## config.mk

```make
export PLATFORM = sky130hd
export DESIGN_NAME = dds_tuning_ctrl
export DESIGN_NICKNAME = d
export VERILOG_FILES = /design/src/rtl/dds_tuning_ctrl.sv
export SDC_FILE = /design/constraint.sdc
export NUM_CORES = 1
export LEC_CHECK = 0
export CORE_AREA = 4 4 159 161
export CTS_BUF_LIST = sky130_fd_sc_hd__clkbuf_4
export DETAILED_ROUTE_END_ITERATION = 8
export DIE_AREA = 0 0 163 165
export DONT_BUFFER_PORTS = 1
export GPL_TIMING_DRIVEN = 0
export PLACE_DENSITY_LB_ADDON = 0.25
export SETUP_SLACK_MARGIN = 0.05
export SYNTH_ARGS = -nofsm -noshare
export SYNTH_HDL_FRONTEND = slang
export SYNTH_SLANG_ARGS = --single-unit
export TNS_END_PERCENT = 30
```

## constraint.sdc

```tcl
create_clock -name CLK -period 18.9 [get_ports CLK]
set_input_delay 3.78 -clock CLK [delete_from_list [all_inputs] [get_ports CLK]]
set_output_delay 3.78 -clock CLK [all_outputs]
set_load 0.005 [all_outputs]
```

## src/rtl/dds_tuning_ctrl.sv

```systemverilog
// -----------------------------------------------------------------------------
// dds_tuning_ctrl
//
// Purpose:
//   Turns single-cycle key pulses into a DDS frequency tuning word and a
//   waveform select. Up/Down move a saturating target word by the selected
//   step. The output word glides toward the target by at most GLIDE_INC
//   every GLIDE_DIV cycles, so the DDS core never sees a large jump.
//
// Ports:
//   CLK        in   system clock, single domain
//   Rst        in   synchronous active-high reset, priority over all keys
//   Key_Up     in   one-cycle pulse, raise target by current step
//   Key_Down   in   one-cycle pulse, lower target by current step
//   Key_Step   in   one-cycle pulse, advance step index (wraps 3 -> 0)
//   Key_Wave   in   one-cycle pulse, advance waveform select (wraps 3 -> 0)
//   Freq_Word  out  registered tuning word for the phase accumulator
//   Wave_Sel   out  registered waveform select (0 sine .. 3 sawtooth)
//   Step_Idx   out  registered step index
//   Update     out  one-cycle strobe marking a new Freq_Word or Wave_Sel
//   Busy       out  registered image of the FSM state (1 = GLIDE)
//
// Handshake: Update is a valid-only strobe with no ready/back-pressure. It is
// high for exactly the one cycle in which Freq_Word and/or Wave_Sel first
// show a new value; the DDS core must latch both outputs in that cycle.
// -----------------------------------------------------------------------------
module dds_tuning_ctrl #(
    parameter int              FW_W      = 32,
    parameter logic [FW_W-1:0] FW_INIT   = 85899,
    parameter logic [FW_W-1:0] FW_MIN    = 0,
    parameter logic [FW_W-1:0] FW_MAX    = 2147483647,
    parameter logic [FW_W-1:0] STEP0     = 859,
    parameter logic [FW_W-1:0] STEP1     = 8590,
    parameter logic [FW_W-1:0] STEP2     = 85899,
    parameter logic [FW_W-1:0] STEP3     = 858993,
    parameter int              GLIDE_DIV = 16,
    parameter logic [FW_W-1:0] GLIDE_INC = 65536
) (
    input  logic            CLK,
    input  logic            Rst,
    input  logic            Key_Up,
    input  logic            Key_Down,
    input  logic            Key_Step,
    input  logic            Key_Wave,
    output logic [FW_W-1:0] Freq_Word,
    output logic [1:0]      Wave_Sel,
    output logic [1:0]      Step_Idx,
    output logic            Update,
    output logic            Busy
);

    localparam int              CNT_W    = (GLIDE_DIV > 1) ? $clog2(GLIDE_DIV) : 1;
    localparam logic [CNT_W-1:0] CNT_LAST = CNT_W'(GLIDE_DIV - 1);

    typedef enum logic {
        IDLE  = 1'b0,
        GLIDE = 1'b1
    } state_t;

    state_t            state_q, state_d;
    logic [FW_W-1:0]   target_q, target_d;
    logic [FW_W-1:0]   freq_q, freq_d;
    logic [CNT_W-1:0]  cnt_q, cnt_d;
    logic [1:0]        wave_q, step_idx_q;
    logic              update_q, busy_q;
    logic              glide_step;

    logic [FW_W-1:0]   step_val;
    logic [FW_W:0]     up_sum;
    logic signed [FW_W:0] down_diff;
    logic [FW_W-1:0]   gap;
    logic [FW_W-1:0]   inc;

    // Step size comes from the index before the edge, so a Key_Step in the
    // same cycle as a move does not influence that move.
    always_comb begin
        step_val = STEP0;
        case (step_idx_q)
            2'd0:    step_val = STEP0;
            2'd1:    step_val = STEP1;
            2'd2:    step_val = STEP2;
            default: step_val = STEP3;
        endcase
    end

    // Target arithmetic is one bit wider than the word so neither direction
    // can wrap before the saturation compare.
    always_comb begin
        up_sum    = {1'b0, target_q} + {1'b0, step_val};
        down_diff = $signed({1'b0, target_q}) - $signed({1'b0, step_val});
        target_d  = target_q;
        if (Key_Up && !Key_Down) begin
            target_d = (up_sum > {1'b0, FW_MAX}) ? FW_MAX : up_sum[FW_W-1:0];
        end else if (Key_Down && !Key_Up) begin
            target_d = (down_diff < $signed({1'b0, FW_MIN})) ? FW_MIN : down_diff[FW_W-1:0];
        end
    end

    // Glide FSM: next state, counter and output word.
    always_comb begin
        state_d    = state_q;
        cnt_d      = cnt_q;
        freq_d     = freq_q;
        glide_step = 1'b0;
        gap        = (target_q > freq_q) ? (target_q - freq_q) : (freq_q - target_q);
        // Clamping the move to the remaining gap makes overshoot impossible.
        inc        = (gap > GLIDE_INC) ? GLIDE_INC : gap;
        case (state_q)
            IDLE: begin
                if (target_q != freq_q) begin
                    state_d = GLIDE;
                    cnt_d   = '0;
                end
            end
            GLIDE: begin
                if (target_q == freq_q) begin
                    state_d = IDLE;
                    cnt_d   = '0;
                end else if (cnt_q == CNT_LAST) begin
                    cnt_d      = '0;
                    glide_step = 1'b1;
                    freq_d     = (target_q > freq_q) ? (freq_q + inc) : (freq_q - inc);
                end else begin
                    cnt_d = cnt_q + 1'b1;
                end
            end
            default: begin
                state_d = IDLE;
                cnt_d   = '0;
            end
        endcase
    end

    always_ff @(posedge CLK) begin
        if (Rst) begin
            state_q    <= IDLE;
            cnt_q      <= '0;
            target_q   <= FW_INIT;
            freq_q     <= FW_INIT;
            wave_q     <= 2'd0;
            step_idx_q <= 2'd0;
            update_q   <= 1'b0;
            busy_q     <= 1'b0;
        end else begin
            state_q  <= state_d;
            cnt_q    <= cnt_d;
            target_q <= target_d;
            freq_q   <= freq_d;
            if (Key_Wave) begin
                wave_q <= wave_q + 2'd1;
            end
            if (Key_Step) begin
                step_idx_q <= step_idx_q + 2'd1;
            end
            // A wave change and a glide step on the same edge share one pulse.
            update_q <= glide_step | Key_Wave;
            busy_q   <= (state_d == GLIDE);
        end
    end

    assign Freq_Word = freq_q;
    assign Wave_Sel  = wave_q;
    assign Step_Idx  = step_idx_q;
    assign Update    = update_q;
    assign Busy      = busy_q;

endmodule

```

==> qor.yml <==
pwr:
  ir_drop_v: 0.0000704
  p_comb_share_pct: 80.7
  power.density_nw_per_um2: 137
  p_sw_w: 0.000977
  switching_share_pct: 57.6
  p_seq_share_pct: 12.2
  power_w: 0.00170
  p_clk_share_pct: 7.1
  internal_power_w: 0.000720
  p_leak_nw: 5.49
worst_setup_path:
  worstSetupPathType: "register to register"
  critical_path_arrival_ns: 10.63
  path_delay_family: "compound AO/OA/AOI/OAI gates"
  crit_path_end_kind: "register"
  crit_buf_inv: 6
  path_depth: 38
  cp_slowest_cell: "nor3_1"
  ff2ff_setup_slack_ns: 8.67
  rr_startpoint: "target_q[1]"
  crit_start: "target_q[1]"
  startpoint_type: "register"
  reg2reg_to: "Freq_Word[31]"
  crit_required_ns: 19.30
  max_stage_delay_ns: 0.68
  cp-endpoint: "Freq_Word[31]"
  cp_common_cell: "a21o_1"
  reg2reg_depth: 38
  cp_max_fo: 10
timing:
  fmax_mhz: 97.8
  finalSetupViolCount: 0
  rsz0062_at_grt: "no"
  drv_slew: 0
  min_period_over_period_pct: 54.1
  maxSlewHeadroom_pct: 22.3
  post-route-min-period_ns: 10.23
  worstMarginPinSlew_ns: 1.16
  hold_viol: 0
  fin_ws_ns: 8.67
  clock_skew_ns: 0.0161
  tns_ns: 0
cts:
  post_cts_buffers: 0
  cts_tree: "built"
  cts_buffers: 9
  cts_resized: 0
  cts.sinks: 74
  clock_latency_ns: 0.47
  cts-root-buf: "clkbuf_4"
  htreeDepth: 3
  clk_pin_slew_worst_paths_ns: 0.13
  clock_path_buffers: 2
  postCtsHoldBufs: 0
cells_and_area:
  multi_input_comb_area_um2: 9460
  layout-drive-gt1-share_pct: 5.04
  syn_to_final_growth_pct: 4.90
  nets: 1827
  final_util_pct: 51.6
  seqCellArea_um2: 1480
  fill_cells: 2462
logic_synthesis:
  synth_cell_types: 86
  synth_ff_type: "dfxtp_1"
  synth_seq_cells: 74
  ys_warn_count: 0
  syn_avg_cell_area_um2: 7.06
  mappedNetlistArea_um2: 11800
  synthCells: 1670
  synth_edf_count: 0
  synth.net_count: 1816
  ys_seq_area_share_pct: 12.6
  async_flop_share_pct: 0
global_routing:
  use_met1_pct: 42.6
  busiest_layer: "met2"
  grt_pass1_vias: 12148
  grt_pass1_wl_mm: 67.1
  met3_usage_pct: 4.87
  use_met2_pct: 50.9
  grt_max_degree: 13
  gr-usage-all-layers_pct: 31.6
  gr-total-overflow: 0
  antenna_found_initial: 1
detailed_routing:
  drtIter0Drc: 1367
  vias_per_cell: 6.58
  wl_mm: 44.0
  wl_per_cell_um: 21.9
  via_count: 13242
  drt.antenna.violating_nets: 0
  route.detailed.drc: 0
  firstDrtPassIters: 6
floorplanning:
  start_util_pct: 49.2
  coreArea_um2: 24000
  die_w_um: 163
  die_y_um: 165
  die_area_um2: 26900
  pin_count: 44
  row_count: 57
status:
  status: "finished clean"
job:
  max_cap_viol_count: 0
place:
  place.gp.congestion: 1.00
  pre_cts_ws_ns: 8.93
  portBuffers: 0
  dpl.hpwl_mm: 35.4
hold_path:
  hold_path.class: "register to register"
  whs_path_depth: 2
  min-delay-start: "cnt_q[1]"
power groups by stage:
stage          Sequential (W)  Combinational (W)  Clock (W)
2_1_floorplan        0.000191           0.000999          0
3_3_place_gp         0.000207            0.00130          0
3_5_place_dp         0.000208            0.00132          0
4_1_cts              0.000204            0.00132   0.000121
5_1_grt              0.000208            0.00147   0.000128
6_report             0.000207            0.00137   0.000121
flip-flops by register name (all words and copies together), names as in the netlist:
register	count
Freq_Word	32
target_q	32
cnt_q	4
Step_Idx	2
Wave_Sel	2
Busy	1
Update	1
worst min-delay path, delay by kind of cell (launching register included):
kind               cells  cell delay, ns
AOI/OAI and AO/OA      1            0.05
and+or+nand+nor        1            0.06
DFF                    1            0.36
cell usage after synthesis (all sizes together), types with 9 or more instances:
master	n	share of area (%)
o221ai	10	0.74
nor2b	15	0.82
a211oi	31	2.0
dfxtp	74	13
nand2b	19	1.0
a21oi	167	7.2
o21bai	19	1.2
a211o	10	0.74
and3	25	1.3
nand3	43	1.8
o21a	16	1.0
o21ai	95	4.1
or2	9	0.48
o211ai	27	1.8
nand2	166	5.3
a41o	10	0.85
nor4	16	1.1
nor3	37	1.6
and2	18	0.96
a221oi	10	0.74
inv	112	3.6
a21o	71	4.5
ha	135	14
or4	19	1.2
clkbuf	61	1.9
buf	32	1.6
a31oi	32	1.8
nand4	39	2.3
or3	15	0.80
mux2i	14	1.2
nor2	119	3.8
xor2	28	2.1
xnor2	52	3.9
stage by stage:
step | hold WS, ns | instance area [um2] | instances
6_report | 0.501 | 12400 | 2011
5_1_grt | 0.525 | 12400 | 2011
4_1_cts | 0.497 | 12400 | 2010
3_5_place_dp | 0.477 | 12200 | 1994
3_3_place_gp | 0.468 | 12200 | 1994
2_1_floorplan | 0.449 | 11800 | 1670
metal layers:
layer,routed length [um],up-vias
met5,0,-
met1,18600,6206
li1,-,6209
met2,19400,708
met3,4160,119
met4,1760,0
layout by cell type (no fill, tap or decap), types with 18 or more instances in the layout:
cell type	netlist	layout
ha_1	135	135
and3_1	25	25
a211oi_1	30	30
nand2b_1	19	19
nand2_1	166	166
buf_2	18	18
a21o_1	71	71
o21bai_1	19	19
a31oi_1	31	31
inv_1	111	111
o21ai_0	93	93
or4_1	19	19
nand4_1	37	37
clkbuf_1	61	61
dfxtp_1	74	74
o211ai_1	26	26
nor2_1	119	119
a21oi_1	164	164
nor3_1	37	37
xnor2_1	52	52
xor2_1	28	28
nand3_1	43	43
and2_1	18	18
cell families after synthesis:
family | synth area share, %
xor gates and xnor gates | 5.95
buffers and inverters | 7.20
and+or+nand+nor | 23.8
AOI/OAI and AO/OA | 33.9
adders and majority gates | 15.2
DFF | 12.6
muxes | 1.38
worst min path at each step:
stage	end	slack, ns
after global placement	cnt_q[1]	0.47
after detailed placement	cnt_q[1]	0.48
after floorplan	cnt_q[1]	0.45
after CTS	cnt_q[1]	0.50
final	cnt_q[1]	0.50
after global routing	cnt_q[1]	0.53
area by class of cell:
type,instances,area share [%]
plain buffers,93,3.40
well taps,324,3.28
flip-flops and latches,74,12.0
clock inverters,5,0.638
inverters,114,3.46
diodes,1,0.0202
clock buffers,11,0.668
multi-input cells,1389,76.5
Power figures use the tool's default switching activity.
==> RTL change 1, RTL diff (same flow settings) <==
Change the parameter `GLIDE_DIV` from 16 to 64.
--- a/src/rtl/dds_tuning_ctrl.sv
+++ b/src/rtl/dds_tuning_ctrl.sv
@@ -33,7 +33,7 @@
     parameter logic [FW_W-1:0] STEP1     = 8590,
     parameter logic [FW_W-1:0] STEP2     = 85899,
     parameter logic [FW_W-1:0] STEP3     = 858993,
-    parameter int              GLIDE_DIV = 16,
+    parameter int              GLIDE_DIV = 64,
     parameter logic [FW_W-1:0] GLIDE_INC = 65536
 ) (
     input  logic            CLK,
Check against the original RTL: same outputs for any inputs over 4 cycles, from zero or initial values and one cycle with Rst high; that may be too few to reach the edited logic, so the function may still have changed.
==> RTL change 1 against the original RTL <==
  * Count of clock-buffer cells in the layout shrank 2
  * Power shrank 29%
  * Non-clock buffer count is 9 lower
  * Routed wire length decreased by 13%
  * Sequential cell count grew 2
  * Worst setup slack improved by 350 ps
  * Sequential share of layout area grew 1.0 points
  * Area after synthesis shrank 5.3%
  * Sequential power is 5% lower
  * Final area down 5.2%
  * Fmax up 3.6%
  * Largest power group unchanged
==> RTL change 1: results (changes against the original RTL) <==
| Metric | Value |
|---|---|
| Status | `finished, final reports clean` |
| Root buffer cell | `clkbuf_4` |
| Top area cells in the synthesized netlist | `ha_1, dfxtp_1, a21oi_1, nand2_1, o21ai_0` |
| GR met1 Demand/Resource | `0.387 (-0.0395)` |
| Placement Setup Slack | `9270 ps (+336 ps)` |
| CP Data Arrival Time | `10290 ps (-340 ps)` |
| Reg2reg start | `Freq_Word[15]` |
| Hpwl dp | `30.3 mm (-14%)` |
| Worst-path clk slew | `170 ps (+40 ps)` |
| Number of global-route vias before repair | `10900 (-9.9%)` |
| Gates resized, CTS repair | `0 (unchanged)` |
| Clk_lat worst skew | `500 ps (+30 ps)` |
| Slowest cell delay on critical path | `560 ps (-120 ps)` |
| I/O Buffers | `0 (unchanged)` |
| Setup Fix Bufs, Post-CTS | `0 (unchanged)` |
| Area post-placement | `11600 um2 (-5.2%)` |
| Total GRT Usage | `0.280 (-0.0362)` |
| DR vias | `11900 (-10%)` |
| First-pass GRT wire length | `60.0 mm (-10%)` |
| Worst-case clock buffer depth | `2 (unchanged)` |
| Hold path start | `cnt_q[4]` |
| Post-synth top cells | `a21oi_1, nand2_1, ha_1, nor2_1, o21ai_0` |
| Total leakage power | `5.04 nW (-8.3%)` |
| CP Max Fanout | `10 (unchanged)` |
| Most used DFF post-synth | `dfxtp_1` |
| Layout cells sized above 1 | `0.0516 (+0.00120)` |
| Grt met3 use | `0.0584 (+0.00973)` |
| Sequential share of the synthesized area | `0.136 (+0.0106)` |
| Post-synth ARST share | `0 (unchanged)` |
| CTS H-tree depth | `3 (unchanged)` |
| Setup CP Type | `reg -> reg` |
| Sw frac | `0.539 (-0.0363)` |
| Met2 Use GR | `0.440 (-0.0691)` |
| Critical-path top delay cell | `o41ai_1` |
| Antenna violations before repair | `1 (unchanged)` |
| Clock Skew | `30.3 ps (+14.2 ps)` |
| Synth Warn # | `0 (unchanged)` |
| Max VDD drop | `0.0000620 V (-12%)` |
| # fillers | `2523 (+2.5%)` |
| Routed WL | `38.3 mm (-13%)` |
| Library cells used by synthesis | `83 (-3.5%)` |
| Setup TNS | `0 ps (unchanged)` |
| Mapped Nets | `1738 (-4.3%)` |
| Slew margin rel. | `0.228 (+0.00526)` |
| Num CTS Buffers | `9 (unchanged)` |
| Routability cong. | `0.985 (-1.5%)` |
| Hold WC Path Type | `reg -> reg` |
| Drt first pass iters | `7 (+1)` |
| CP delay by family, top | `simple AND/OR/NAND/NOR gates` |
| Starting DRT DRC Count | `1224 (-10%)` |
| Largest net degree at the start of global routing | `16 (+3)` |
| DRT antenna net count | `0 (unchanged)` |
==> RTL change 1: area by class of cell <==
cell class              instances  area share
clock buffers                   9     0.00577
clock inverters                 7     0.00716
multi-input cells            1321       0.753
plain buffers                  84      0.0343
flip-flops and latches         76       0.130
diodes                          1    0.000214
inverters                     111      0.0356
well taps                     324      0.0346
==> RTL change 1: final timing paths <==
kind,depth (start not counted),slack (ps),end
worst max-delay path,37,9020,Freq_Word[31]
worst min-delay path,2,530,cnt_q[4]
worst max register to register,37,9020,Freq_Word[31]
worst min register to register,2,530,cnt_q[4]
==> RTL change 1: cells by family (layout without fill, tap and decap cells) <==
group / Yosys count / count (layout) / synth area share
compound gates: 560 / 560 / 0.322
simple gates: 519 / 519 / 0.225
buf+inv: 195 / 211 / 0.0733
fa+ha+maj: 140 / 140 / 0.160
xor+xnor: 78 / 78 / 0.0612
flops: 76 / 76 / 0.136
mux: 24 / 24 / 0.0223
other cells: 0 / 1 / 0
==> RTL change 1: power groups by stage <==
stage / Combinational, mW / Sequential (mW) / Clock (mW)
after floorplan: 0.672 / 0.190 / 0
after global routing: 0.971 / 0.198 / 0.127
after detailed placement: 0.857 / 0.200 / 0
after global placement: 0.851 / 0.199 / 0
after CTS: 0.863 / 0.196 / 0.120
final: 0.888 / 0.196 / 0.119
==> RTL change 1: layer usage <==
layer	vias up	wire, um
met2	510	16600
met5	-	0
met1	5530	17300
met3	77	3250
li1	5774	-
met4	0	1120
==> RTL change 1: through the flow <==
stage | hold WS, ps | std cells | util
after floorplan | 467 | 1592 | -
after CTS | 525 | 1932 | 0.489
after global placement | 485 | 1916 | 0.483
after detailed placement | 502 | 1916 | 0.483
final | 528 | 1933 | 0.489
after global routing | 562 | 1933 | 0.489
==> RTL change 1: worst min-delay path: stages, from the launching register on <==
cell     delay (ps)
dfxtp_1         370
o21ai_0          80
a21oi_1          60
==> RTL change 2, RTL diff (same flow settings) <==
Without the edit above. Make the reset (`Rst`) asynchronous in one clocked block. Comments in the files are not updated.
--- a/src/rtl/dds_tuning_ctrl.sv
+++ b/src/rtl/dds_tuning_ctrl.sv
@@ -131,7 +131,7 @@
         endcase
     end
 
-    always_ff @(posedge CLK) begin
+    always_ff @(posedge CLK or posedge Rst) begin
         if (Rst) begin
             state_q    <= IDLE;
             cnt_q      <= '0;
Check against the original RTL: differs if Rst is asserted again (counterexample within 4 cycles, from zero or initial values and one cycle with Rst high); with Rst held inactive, the same outputs for 4 cycles.
==> RTL change 2 against the original RTL <==
  * Worst setup slack gained 530 ps
  * Routed wire length shrank 20%
  * Sequential cell count is the same
  * Critical path depth is the same
  * Final area shrank 6.3%
  * Via count shrank 16%
  * Area after synthesis shrank 7.2%
  * Global-route usage shrank 5.6 points
  * Synthesized cell count shrank 12%
  * Worst hold slack gained 25 ps
  * Critical path type unchanged
  * Critical endpoint is now Freq_Word[31]
  * Highest routed layer unchanged
Power is not shown: default switching activity piles up to over one toggle a cycle in this logic, so the estimate is an artifact.
==> RTL change 2: results (changes against the original RTL) <==
| Metric | Value |
|---|---|
| Status | `finished, final reports clean` |
| Synth Warn # | `0 (unchanged)` |
| Sequential share of the synthesized area | `0.172 (+0.0459)` |
| Placement Setup Slack | `9470 ps (+542 ps)` |
| Hpwl dp | `28.2 mm (-20%)` |
| Setup Fix Bufs, Post-CTS | `0 (unchanged)` |
| Syn Inst Count | `1472 (-12%)` |
| Clk_lat worst skew | `490 ps (+20 ps)` |
| Routed WL | `35.1 mm (-20%)` |
| Slowest cell delay on critical path | `640 ps (-40 ps)` |
| Critical-path top delay cell | `dfstp_2` |
| Hold path start | `Wave_Sel[1]` |
| Total Nets Final | `1630 (-11%)` |
| Reg2reg start | `target_q[0]` |
| CTS H-tree depth | `3 (unchanged)` |
| Post-synth ARST share | `1.00 (+1.00)` |
| Post-DR wirelength/cell | `19.3 um (-12%)` |
| Starting DRT DRC Count | `766 (-44%)` |
| Total GRT Usage | `0.260 (-0.0558)` |
| R2r endpoint | `Freq_Word[31]` |
| Clock Skew | `25.3 ps (+9.23 ps)` |
| Number of global-route vias before repair | `10300 (-15%)` |
| Hold depth | `1 (-1)` |
| Post-synth top cells | `a21oi_1, nand2_1, o21ai_0, ha_1, inv_1` |
| WHS Endpoint | `Wave_Sel[1]` |
| Grt met3 use | `0.0449 (-0.00374)` |
| Complex-gate fraction of the synthesized area | `0.330 (-0.00922)` |
| Met2 Use GR | `0.419 (-0.0906)` |
| Root buffer cell | `clkbuf_4` |
| Layout cells sized above 1 | `0.0611 (+0.0107)` |
| Placed cell count | `1797 (-9.9%)` |
| Top area cells in the synthesized netlist | `ha_1, dfrtp_1, a21oi_1, o21ai_0, nand2_1` |
| Synthesized-area fraction occupied by adder cells | `0.164 (+0.0117)` |
| Slew margin rel. | `0.411 (+0.188)` |
| Most used DFF post-synth | `dfrtp_1` |
| GR met1 Demand/Resource | `0.361 (-0.0654)` |
| Routability cong. | `0.991 (-0.86%)` |
| CP delay by family, top | `compound AO/OA/AOI/OAI gates` |
| Worst-case clock buffer depth | `2 (unchanged)` |
| Largest net degree at the start of global routing | `46 (+33)` |
| Worst Reg-to-Reg Cells | `38 (unchanged)` |
| Drt first pass iters | `5 (-1)` |
| XOR/XNOR Fraction of Synth Area | `0.0582 (-0.00124)` |
| Library cells used by synthesis | `87 (+1.2%)` |
| Drt via density | `6.12 (-7.0%)` |
| First-pass GRT wire length | `56.2 mm (-16%)` |
| Gates resized, CTS repair | `0 (unchanged)` |
| Mux cell area share after synthesis | `0.0185 (+0.00473)` |
[RTL change 2: changes by cell type after synthesis, moves of 17 or more]
cell | unedited run | this run
nand4_1 | 37 | 19
nand3_1 | 43 | 19
dfxtp_1 | 74 | 0
nor2_1 | 119 | 86
a21o_1 | 71 | 49
or4_1 | 19 | 2
dfstp_2 | 0 | 20
o21ai_0 | 93 | 142
dfrtp_1 | 0 | 54
[RTL change 2: cells by family (layout without fill, tap and decap cells)]
group                    after synthesis  in the layout
AO/OA/AOI/OAI                        563            563
AND/OR/NAND/NOR                      411            411
buffers and inverters                193            210
adder cells (fa/ha/maj)              140            140
flip-flops                            74             74
XOR/XNOR                              71             71
multiplexers                          20             20
other                                  0              2
[RTL change 2: final cells by class]
cell class	count	area, um2
flip-flops and latches	74	1880
multi-input cells	1205	8260
diodes	2	5.00
repair buffers	1	27.5
clock buffers	9	67.6
fillers	2497	12400
well taps	324	405
inverters	114	430
plain buffers	79	373
clock inverters	7	141
[RTL change 2: how the worst max path moves through the flow]
stage	start	endpoint	slack [ps]	cells past startpoint
finish	target_q[0]	Freq_Word[31]	9200	38
global route	target_q[0]	Freq_Word[31]	8640	38
CTS	target_q[0]	Freq_Word[31]	9430	38
detailed placement	target_q[0]	Freq_Word[31]	9470	38
global placement	target_q[0]	Freq_Word[31]	9570	38
floorplan	Freq_Word[11]	Freq_Word[31]	11150	39
[RTL change 2: through the flow]
stage               hold WS (ps)  utilization  area (um2)
CTS                          533        0.483       11600
finish                       526        0.484       11600
floorplan                    468            -       10900
global placement             493        0.473       11300
global route                 563        0.484       11600
detailed placement           513        0.475       11400
[RTL change 2: layer usage]
layer / part of all wire / wire (um)
met4: 0.025 / 863
met2: 0.45 / 16000
met3: 0.072 / 2530
met5: 0 / 0
met1: 0.45 / 15700
